==> src/rtl/demux_1to4_deser_if.sv <==
// Serial-in / parallel-out bundle for the 1:4 deserialiser.
// The slave modport is the deserialiser; the master modport is the link plus consumer side.
interface demux_1to4_deser_if;
  logic       din;
  logic       din_valid;
  logic       frame_start;
  logic [1:0] sel_out;
  logic [3:0] dout;
  logic       dout_valid;
  logic       dout_ready;
  logic       overrun;

  modport slave (
    input  din, din_valid, frame_start, dout_ready,
    output sel_out, dout, dout_valid, overrun
  );

  modport master (
    output din, din_valid, frame_start, dout_ready,
    input  sel_out, dout, dout_valid, overrun
  );
endinterface

==> src/rtl/demux_1to4_deser.sv <==
// Rebuilds 4-bit words from a slot-ordered serial stream (slot k -> dout[k]).
// The word is visible one cycle after its slot-3 bit; a full, unaccepted output drops new words and sets overrun.
module demux_1to4_deser (
  input  logic                   clk,
  input  logic                   rst,
  demux_1to4_deser_if.slave      bus
);

  typedef enum logic {IDLE, COLLECT} state_t;

  state_t     state, state_nxt;
  logic [1:0] sel, sel_nxt;
  logic [2:0] asm_q, asm_nxt;
  logic [3:0] dout_q, dout_nxt;
  logic       vld_q, vld_nxt;
  logic       ovr_q, ovr_nxt;
  logic       word_done;
  logic [3:0] word;

  always_ff @(posedge clk or posedge rst) begin
    if (rst) begin
      state  <= IDLE;
      sel    <= 2'd0;
      asm_q  <= 3'd0;
      dout_q <= 4'd0;
      vld_q  <= 1'b0;
      ovr_q  <= 1'b0;
    end else begin
      state  <= state_nxt;
      sel    <= sel_nxt;
      asm_q  <= asm_nxt;
      dout_q <= dout_nxt;
      vld_q  <= vld_nxt;
      ovr_q  <= ovr_nxt;
    end
  end

  always_comb begin
    state_nxt = state;
    sel_nxt   = sel;
    asm_nxt   = asm_q;
    dout_nxt  = dout_q;
    vld_nxt   = vld_q;
    ovr_nxt   = ovr_q;
    word_done = 1'b0;
    word      = {bus.din, asm_q};

    // frame_start always wins, so a resync on the slot-3 cycle never completes the stale word
    if (bus.din_valid && bus.frame_start) begin
      asm_nxt[0] = bus.din;
      sel_nxt    = 2'd1;
      state_nxt  = COLLECT;
    end else if (bus.din_valid && state == COLLECT) begin
      case (sel)
        2'd0:    asm_nxt[0] = bus.din;
        2'd1:    asm_nxt[1] = bus.din;
        2'd2:    asm_nxt[2] = bus.din;
        default: word_done  = 1'b1;
      endcase
      sel_nxt = sel + 2'd1;
    end

    if (word_done && (!vld_q || bus.dout_ready)) begin
      dout_nxt = word;
      vld_nxt  = 1'b1;
    end else if (word_done) begin
      ovr_nxt = 1'b1;
    end else if (vld_q && bus.dout_ready) begin
      vld_nxt = 1'b0;
    end
  end

  assign bus.sel_out    = sel;
  assign bus.dout       = dout_q;
  assign bus.dout_valid = vld_q;
  assign bus.overrun    = ovr_q;

endmodule

==> src/flat_wrapper.sv <==
// flat-port wrapper written by rule: the top's interface ports become plain ports
module demux_1to4_deser_flat 
  (clk, rst, bus_din, bus_din_valid, bus_frame_start, bus_dout_ready, bus_sel_out, bus_dout, bus_dout_valid, bus_overrun);
  demux_1to4_deser_if bus_i ();
  input  logic clk;
  input  logic rst;
  input wire logic [$bits(bus_i.din)-1:0] bus_din;
  input wire logic [$bits(bus_i.din_valid)-1:0] bus_din_valid;
  input wire logic [$bits(bus_i.frame_start)-1:0] bus_frame_start;
  input wire logic [$bits(bus_i.dout_ready)-1:0] bus_dout_ready;
  output wire logic [$bits(bus_i.sel_out)-1:0] bus_sel_out;
  output wire logic [$bits(bus_i.dout)-1:0] bus_dout;
  output wire logic [$bits(bus_i.dout_valid)-1:0] bus_dout_valid;
  output wire logic [$bits(bus_i.overrun)-1:0] bus_overrun;
  assign bus_i.din = bus_din;
  assign bus_i.din_valid = bus_din_valid;
  assign bus_i.frame_start = bus_frame_start;
  assign bus_i.dout_ready = bus_dout_ready;
  assign bus_sel_out = bus_i.sel_out;
  assign bus_dout = bus_i.dout;
  assign bus_dout_valid = bus_i.dout_valid;
  assign bus_overrun = bus_i.overrun;
  demux_1to4_deser u_core (.clk(clk), .rst(rst), .bus(bus_i));
endmodule
==> config.mk <==
export PLATFORM = sky130hd
export DESIGN_NAME = demux_1to4_deser_flat
export DESIGN_NICKNAME = d
export VERILOG_FILES = /design/src/rtl/demux_1to4_deser_if.sv /design/src/rtl/demux_1to4_deser.sv /design/src/flat_wrapper.sv
export SDC_FILE = /design/constraint.sdc
export NUM_CORES = 1
export LEC_CHECK = 0
export CORE_AREA = 4 4 41 43
export CTS_BUF_LIST = sky130_fd_sc_hd__clkbuf_16
export DETAILED_ROUTE_END_ITERATION = 16
export DIE_AREA = 0 0 45 47
export HOLD_SLACK_MARGIN = 0.08
export PLACE_DENSITY = 0.74
export SYNTH_ARGS = -nofsm -noshare
export SYNTH_HDL_FRONTEND = slang
export SYNTH_SLANG_ARGS = --single-unit
export TNS_END_PERCENT = 1
==> constraint.sdc <==
create_clock -name clk -period 4.3 [get_ports clk]
set_clock_uncertainty 0.05 [all_clocks]
set_input_delay 0.86 -clock clk [delete_from_list [all_inputs] [get_ports clk]]
set_output_delay 0.86 -clock clk [all_outputs]
set_load 0.02 [all_outputs]
==> results of run 1 <==
## placed cells by master (no fill, tap or decap)
cell,instances
a21o_2,2
mux2_4,4
clkdlybuf4s50_1,13
nand2b_1,1
mux2i_1,1
o21bai_1,1
clkbuf_16,3
and3b_1,1
o22ai_1,1
nand3_1,1
o21a_1,1
nand4b_2,1
nor2b_4,1
dfrtp_1,12
mux2_2,1
ha_1,4
nand2_1,4
mux2_1,2
o21ai_0,1
clkinv_1,1
inv_1,3
## flip-flops by register name, indices dropped and copies added (netlist names)
register / flops
u_core.bus.dout: 4
u_core.asm_q: 3
u_core.bus.sel_out: 2
u_core.bus.dout_valid: 1
u_core.bus.overrun: 1
u_core.state: 1
## power by group
| part | internal (mW) | total (mW) | switching [mW] |
|---|---|---|---|
| Sequential | 0.145 | 0.163 | 0.0173 |
| Clock | 0.122 | 0.166 | 0.0442 |
| Combinational | 0.0791 | 0.136 | 0.0571 |
| Total | 0.346 | 0.465 | 0.119 |
## area by class of cell
type | instances | area, um^2
Clock buffer | 3 | 75.07
Clock inverter | 1 | 3.754
Multi-Input combinational cell | 27 | 261.5
Inverter | 3 | 11.26
Tap cell | 15 | 18.77
Fill cell | 111 | 500.5
Timing Repair Buffer | 13 | 130.1
Sequential cell | 12 | 300.3
## metal layers
metal	vias up	wire, um	GRT usage	share of wire
met1	168	392	0.1135	0.43
li1	177	-	-	-
met2	9	451	0.1836	0.50
met4	0	0	0.07018	0
met3	0	64	0.03831	0.070
met5	-	0	0	0
## cell families after synthesis
| group | count (synthesis) | share of synthesized area |
|---|---|---|
| flops | 12 | 0.5240 |
| simple gates | 9 | 0.1113 |
| mux | 8 | 0.1812 |
| compound gates | 6 | 0.07643 |
| fa+ha+maj | 4 | 0.08734 |
| buf+inv | 3 | 0.01965 |
## per-stage QoR
step	instances	setup slack [ns]	area, um^2	total power, mW
after floorplan	42	2.528	573.1	0.2425
after global placement	70	1.970	721.9	0.3011
after detailed placement	70	1.948	721.9	0.3034
after CTS	74	2.141	800.8	0.4715
after global routing	74	2.108	800.8	0.4918
final	74	2.147	800.8	0.4651
## worst paths after layout
kind,startpoint,endpoint,slack [ns]
worst max-delay path,u_core.bus.sel_out[0],bus_sel_out[0],2.15
worst min-delay path,u_core.bus.overrun,u_core.bus.overrun,0.43
worst max register to register,u_core.bus.sel_out[0],u_core.bus.dout[2],2.85
worst min register to register,u_core.bus.overrun,u_core.bus.overrun,0.43
max in group asynchronous,rst,u_core.bus.dout[2],3.00
min in group asynchronous,rst,u_core.bus.dout[0],0.89
==> impl_metrics.json, run 1 <==
{
  "rsz0062_at_grt": "false",
  "synth-warning-count": 0,
  "ys_top_cells_by_count": "12 x dfrtp_1, 4 x ha_1, 4 x mux2_4, 4 x nand2_1, 3 x inv_1",
  "clk_pin_slew_ns": 0.04,
  "synthToLayoutAreaGrowth_pct": 39.74,
  "vdd_drop_max_uv": 267.7,
  "synth_enable_flop_cells": 0,
  "wirelength_um": 908,
  "worst_pin_slew_ns": 0.4446,
  "grt_max_degree": 13,
  "route.detailed.wl_per_inst_um": 12.27,
  "cts_setup_buffers": 0,
  "yosysUniqueCellTypes": 18,
  "die_x_um": 45,
  "fp-row-count": 13,
  "final_core_util": 0.6154,
  "root_buffer": "clkbuf_16",
  "crit_fanout": 4,
  "path_buf_inv": 1,
  "cts_tree": "done",
  "synth_area_um2": 573.1,
  "first_global_vias": 372,
  "holdPathStages": 1,
  "die_y_um": 47,
  "crit_family": "buffers and inverters",
  "required_ns": 3.39,
  "fin_setup_tns_ns": 0,
  "grt_pass1_wl_um": 1559,
  "io_buffers": 13,
  "setup.worst_path.end_class": "output port",
  "drtIter0Drc": 0,
  "core_area_mm2": 0.001301,
  "grtUsageTotal": 0.1081,
  "hold_slack_ns": 0.4275,
  "critPathLaunchType": "flip-flop",
  "n_antenna_cell": 0,
  "io_pins": 14,
  "cp.arrival_ns": 1.24,
  "min_period_ns": 2.153,
  "async_reset_ff_frac": 1.000,
  "crit_chain": "clkdlybuf4s50_1",
  "worst-path-stages": 1,
  "vias": 354,
  "gr-total-overflow": 0,
  "clkSinkCount": 12,
  "cts_resized": 0,
  "setup-violations-final": 0,
  "fin_crit_sh": 0.5006,
  "cp_slowest_stage_delay_ns": 0.62,
  "min-delay-path-class": "flip-flop to flip-flop",
  "slew_headroom": 0.7033,
  "synth_flop_cell": "dfrtp_1",
  "status": "completed",
  "synth_area_leader_cell": "dfrtp_1",
  "critPathKind": "flip-flop to output port",
  "synthesis.nets": 52,
  "synth_area_per_cell_um2": 13.64,
  "avgViaCountPerCell": 4.784,
  "netlist_instances": 42,
  "synth_area_leaders": "dfrtp_1 52%, mux2_4 10%, ha_1 8.7%",
  "cap_viol_max_count": 0,
  "powerDensity_mw_per_mm2": 580.8,
  "drive_gt1_frac": 0.2034,
  "dp_hpwl_um": 726.4,
  "die-area_mm2": 0.002115,
  "ys_ff_latch": 12,
  "slew_violations": 0,
  "cts_buffer_depth": 2,
  "synth-seq-area-share": 0.5240,
  "cts_buffers": 3,
  "drc": 0,
  "synth.most_common_cell": "dfrtp_1",
  "cts-htree-levels": 1,
  "initial_core_util": 0.4404,
  "ant_nets": 0,
  "gp_congestion": 0.6666,
  "hold_viol_final": 0,
  "leakage_nw": 0.3732,
  "cts_hold_buf": 0,
  "clkLatencyLatePin_ns": 0.24,
  "worst_r2r_path_depth": 4,
  "max_clock_freq_ghz": 0.4646,
  "nNetsFinal": 70,
  "crit_slowest_cell": "clkdlybuf4s50_1",
  "yosysTopAreaCellShare": 0.5240,
  "first_pass_iters": 1,
  "antenna_found_initial": 0
}
Note: power is estimated with default switching activity, not from simulation.
==> inputs of run 2 (changes only) <==
==> constraint.sdc (replaced) <==
create_clock -name clk -period 2 [get_ports clk]
set_clock_uncertainty 0.05 [all_clocks]
set_input_delay 0.4 -clock clk [delete_from_list [all_inputs] [get_ports clk]]
set_output_delay 0.4 -clock clk [all_outputs]
set_load 0.02 [all_outputs]
==> run 2 against run 1 <==
Clock-buffer cell count is the same. Setup slack lost 1.8 ns. Register-to-register slack lost 2.3 ns. Cell count is the same. Routed wire length shrank 0.66%. Critical path depth is the same. Flip-flop and latch count is the same. Core utilization is the same. Clock power grew 120%. Total power grew 120%. Combinational power grew 120%. Hold slack lost 0.0083 ns. Highest routed layer is now met4.
==> impl_metrics.json, run 2 (synthesis results as in run 1) <==
{
  "status": "completed",
  "dp_hpwl_um": 736.7,
  "grtUsageTotal": 0.1122,
  "cts_resized": 0,
  "io_pins": 14,
  "ant_nets": 0,
  "root_buffer": "clkbuf_16",
  "cts_tree": "done",
  "mostFrequentLayoutCells": "13 x clkdlybuf4s50_1, 12 x dfrtp_1, 4 x mux2_4, 4 x nand2_1, 4 x ha_1",
  "critPathKind": "flip-flop to output port",
  "critPathLaunchType": "flip-flop",
  "min_period_ns": 1.700,
  "hold_slack_ns": 0.4193,
  "min-delay-path-class": "input port to asynchronous set/reset pin",
  "gp_congestion": 0.6658,
  "crit_chain": "clkdlybuf4s50_1",
  "io_buffers": 13,
  "drive_gt1_frac": 0.2034,
  "cts_buffers": 3,
  "required_ns": 1.55,
  "powerDensity_mw_per_mm2": 1252,
  "grt_pass1_wl_um": 1559,
  "die-area_mm2": 0.002115,
  "vias": 357,
  "rsz0062_at_grt": "false",
  "crit_slowest_cell": "clkdlybuf4s50_1",
  "dp_cells": 70,
  "cts_hold_buf": 0,
  "crit_fanout": 4,
  "fin_crit_sh": 0.8500,
  "fin_setup_tns_ns": 0,
  "setup-violations-final": 0,
  "slew_headroom": 0.7075,
  "drc": 0,
  "drtIter0Drc": 0,
  "core_area_mm2": 0.001301,
  "cts-htree-levels": 1,
  "synthToLayoutAreaGrowth_pct": 39.74,
  "cp.arrival_ns": 1.25,
  "largest_reg_flops": 4,
  "first_global_vias": 361,
  "crit_family": "buffers and inverters",
  "cp_slowest_stage_delay_ns": 0.63,
  "max_clock_freq_ghz": 0.5882,
  "initial_core_util": 0.4404,
  "worst_pin_slew_ns": 0.4383,
  "leakage_nw": 0.3732,
  "clk_pin_slew_ns": 0.04,
  "fp-row-count": 13,
  "gr-total-overflow": 0,
  "route.detailed.wl_per_inst_um": 12.19,
  "die_y_um": 47,
  "cts_setup_buffers": 0,
  "final_common_cell": "clkdlybuf4s50_1",
  "grt_max_degree": 13,
  "cap_viol_max_count": 0,
  "instances_no_fill": 74,
  "nNetsFinal": 70,
  "first_pass_iters": 1,
  "setup.worst_path.end_class": "output port",
  "avgViaCountPerCell": 4.824,
  "clkSinkCount": 12,
  "slew_violations": 0,
  "wirelength_um": 902,
  "antenna_found_initial": 0,
  "cts_buffer_depth": 2,
  "clkLatencyLatePin_ns": 0.24,
  "path_buf_inv": 1,
  "die_x_um": 45,
  "n_antenna_cell": 0,
  "vdd_drop_max_uv": 965.9,
  "total_power_mw": 1.002,
  "hold_viol_final": 0
}
==> run 2: cell counts in the layout (fill, tap and decap cells not counted) <==
No cell type changed its count.
==> run 2: final cells by class <==
| type | count | area (um^2) |
|---|---|---|
| Fill cell | 115 | 500.5 |
| Timing Repair Buffer | 13 | 130.1 |
| Clock buffer | 3 | 75.07 |
| Tap cell | 15 | 18.77 |
| Clock inverter | 1 | 3.754 |
| Sequential cell | 12 | 300.3 |
| Multi-Input combinational cell | 27 | 261.5 |
| Inverter | 3 | 11.26 |
==> run 2: report_power, final <==
part | switching (mW) | internal (mW)
combinational | 0.124 | 0.170
sequential | 0.0372 | 0.312
clock | 0.0970 | 0.263
==> run 2: path summary, 6_finish.rpt <==
kind | end | depth (start not counted) | startpoint | slack [ns]
max | bus_sel_out[1] | 1 | u_core.bus.sel_out[1] | 0.30
min | u_core.bus.dout_valid | 2 | rst | 0.42
max reg2reg | u_core.asm_q[0] | 5 | u_core.bus.sel_out[0] | 0.55
min reg2reg | u_core.bus.overrun | 1 | u_core.bus.overrun | 0.43
max in group asynchronous | u_core.bus.dout[2] | 2 | rst | 1.18
min in group clk | u_core.bus.overrun | 1 | u_core.bus.overrun | 0.43
==> run 2: per-layer routing <==
| metal | track usage | vias to the layer above | share of wire |
|---|---|---|---|
| met5 | 0 | - | 0 |
| met4 | 0.08772 | 0 | 0.029 |
| met3 | 0.03448 | 4 | 0.073 |
| met2 | 0.1893 | 11 | 0.48 |
| met1 | 0.1161 | 163 | 0.41 |
| li1 | - | 179 | - |
==> run 2: stage by stage <==
stage / cell area (um^2) / setup slack [ns] / util
finish: 800.8 / 0.2999 / 0.6154
detailed placement: 721.9 / 0.1078 / 0.5548
global route: 800.8 / 0.2560 / 0.6154
global placement: 721.9 / 0.1296 / 0.5548
floorplan: 573.1 / 0.4669 / -
CTS: 800.8 / 0.2961 / 0.6154
==> inputs of run 3 (changes only) <==
--- a/config.mk
+++ b/config.mk
@@ -11,6 +11,7 @@
 export DIE_AREA = 0 0 45 47
 export HOLD_SLACK_MARGIN = 0.08
 export PLACE_DENSITY = 0.74
+export SKIP_CTS_REPAIR_TIMING = 1
 export SYNTH_ARGS = -nofsm -noshare
 export SYNTH_HDL_FRONTEND = slang
 export SYNTH_SLANG_ARGS = --single-unit
==> constraint.sdc (replaced) <==
create_clock -name clk -period 2.08 [get_ports clk]
set_clock_uncertainty 0.05 [all_clocks]
set_input_delay 0.416 -clock clk [delete_from_list [all_inputs] [get_ports clk]]
set_output_delay 0.416 -clock clk [all_outputs]
set_load 0.02 [all_outputs]
==> run 3 against run 2 <==
Sequential share of layout area is the same. Core utilization unchanged. Routed wire length increased by 7.8%. Critical path type unchanged. Critical endpoint unchanged.
==> impl_metrics.json, run 3 (synthesis results as in run 1) <==
{
  "io_pins": 14,
  "n_antenna_cell": 0,
  "clk_pin_slew_ns": 0.04,
  "min-delay-path-class": "flip-flop to flip-flop",
  "slew_violations": 0,
  "met1_length_um": 406,
  "nNetsFinal": 70,
  "drc": 0,
  "fin_crit_sh": 0.8226,
  "clockPowerShare": 0.358,
  "cp.arrival_ns": 1.25,
  "first_global_vias": 384,
  "mostFrequentLayoutCells": "13 x clkdlybuf4s50_1, 12 x dfrtp_1, 4 x mux2_4, 4 x nand2_1, 4 x ha_1",
  "largest_reg_flops": 4,
  "grt_pass1_wl_um": 1649,
  "gr-total-overflow": 0,
  "powerDensity_mw_per_mm2": 1207,
  "grt_max_degree": 13,
  "setup-violations-final": 0,
  "leakage_nw": 0.3732,
  "crit_family": "buffers and inverters",
  "io_buffers": 13,
  "total_power_mw": 0.9669,
  "antenna_found_initial": 0,
  "slew_headroom": 0.6918,
  "cts_tree": "done",
  "clkLatencyLatePin_ns": 0.24,
  "dp_hpwl_um": 726.6,
  "fin_setup_tns_ns": 0,
  "final_common_cell": "clkdlybuf4s50_1",
  "required_ns": 1.61,
  "switching_share": 0.2589,
  "cts_buffers": 3,
  "synthToLayoutAreaGrowth_pct": 39.74,
  "fp-row-count": 13,
  "final_core_util": 0.6154,
  "crit_chain": "clkdlybuf4s50_1",
  "die_x_um": 45,
  "root_buffer": "clkbuf_16",
  "grtUsageTotal": 0.1137,
  "setup.worst_path.end_class": "output port",
  "wl_met2_um": 503,
  "critPathKind": "flip-flop to output port",
  "path_buf_inv": 1,
  "core_area_mm2": 0.001301,
  "setup_ws_ns": 0.3690,
  "route.detailed.wl_per_inst_um": 13.14,
  "die-area_mm2": 0.002115,
  "dp_slack_ns": 0.1756,
  "crit_slowest_cell": "clkdlybuf4s50_1",
  "initial_core_util": 0.4404,
  "ant_nets": 0,
  "cts-htree-levels": 1,
  "drtIter0Drc": 0,
  "wl_met3_um": 62,
  "internal-power_mw": 0.7165,
  "first_pass_iters": 1,
  "hold_slack_ns": 0.4291,
  "pwr-share-seq": 0.349,
  "min_period_ns": 1.711,
  "power_frac_comb": 0.293,
  "worst_pin_slew_ns": 0.4618,
  "drive_gt1_frac": 0.2034,
  "clkSinkCount": 12,
  "avgViaCountPerCell": 4.797,
  "vdd_drop_max_uv": 697.4,
  "rsz0062_at_grt": "false",
  "crit_fanout": 4,
  "cp_slowest_stage_delay_ns": 0.63,
  "hold_viol_final": 0,
  "max_clock_freq_ghz": 0.5844,
  "cts_buffer_depth": 2,
  "wirelength_um": 972,
  "gp_congestion": 0.6667,
  "critPathLaunchType": "flip-flop",
  "power_switching_mw": 0.2503,
  "top_layer": "met3",
  "die_y_um": 47,
  "status": "completed",
  "cap_viol_max_count": 0,
  "vias": 355
}
==> run 3: final timing paths <==
check                      depth (start not counted)                     to                  start  slack (ns)
setup / recovery                                   1         bus_sel_out[1]  u_core.bus.sel_out[1]        0.37
hold / removal                                     1     u_core.bus.overrun     u_core.bus.overrun        0.43
setup reg to reg                                   5        u_core.asm_q[0]  u_core.bus.sel_out[0]        0.61
min in group asynchronous                          2     u_core.bus.dout[3]                    rst        0.45
max in group asynchronous                          2  u_core.bus.sel_out[0]                    rst        1.21
hold reg to reg                                    1     u_core.bus.overrun     u_core.bus.overrun        0.43
==> run 3: metal layers <==
metal  track usage  vias up
li1              -      179
met1        0.1182      167
met2        0.1977        9
met3       0.03831        0
met4       0.07018        0
met5             0        -
==> run 3: final cells by class <==
| class | instances | area, um^2 |
|---|---|---|
| sequential | 12 | 300.3 |
| clock inverter | 1 | 3.754 |
| fill | 109 | 500.5 |
| inverter | 3 | 11.26 |
| clock buffer | 3 | 75.07 |
| timing repair buffer | 13 | 130.1 |
| tap | 15 | 18.77 |
| multi-input combinational | 27 | 261.5 |
==> run 3: power by group through the flow <==
stage	sequential [mW]	clock, mW	combinational [mW]
4_1_cts	0.338	0.355	0.288
3_3_place_gp	0.341	0	0.282
6_report	0.338	0.346	0.283
3_5_place_dp	0.342	0	0.286
5_1_grt	0.350	0.369	0.302
2_1_floorplan	0.393	0	0.108
==> run 3: per-stage QoR <==
step	std cells	instance area [um^2]
2_1_floorplan	42	573.1
3_3_place_gp	70	721.9
3_5_place_dp	70	721.9
4_1_cts	74	800.8
5_1_grt	74	800.8
6_report	74	800.8
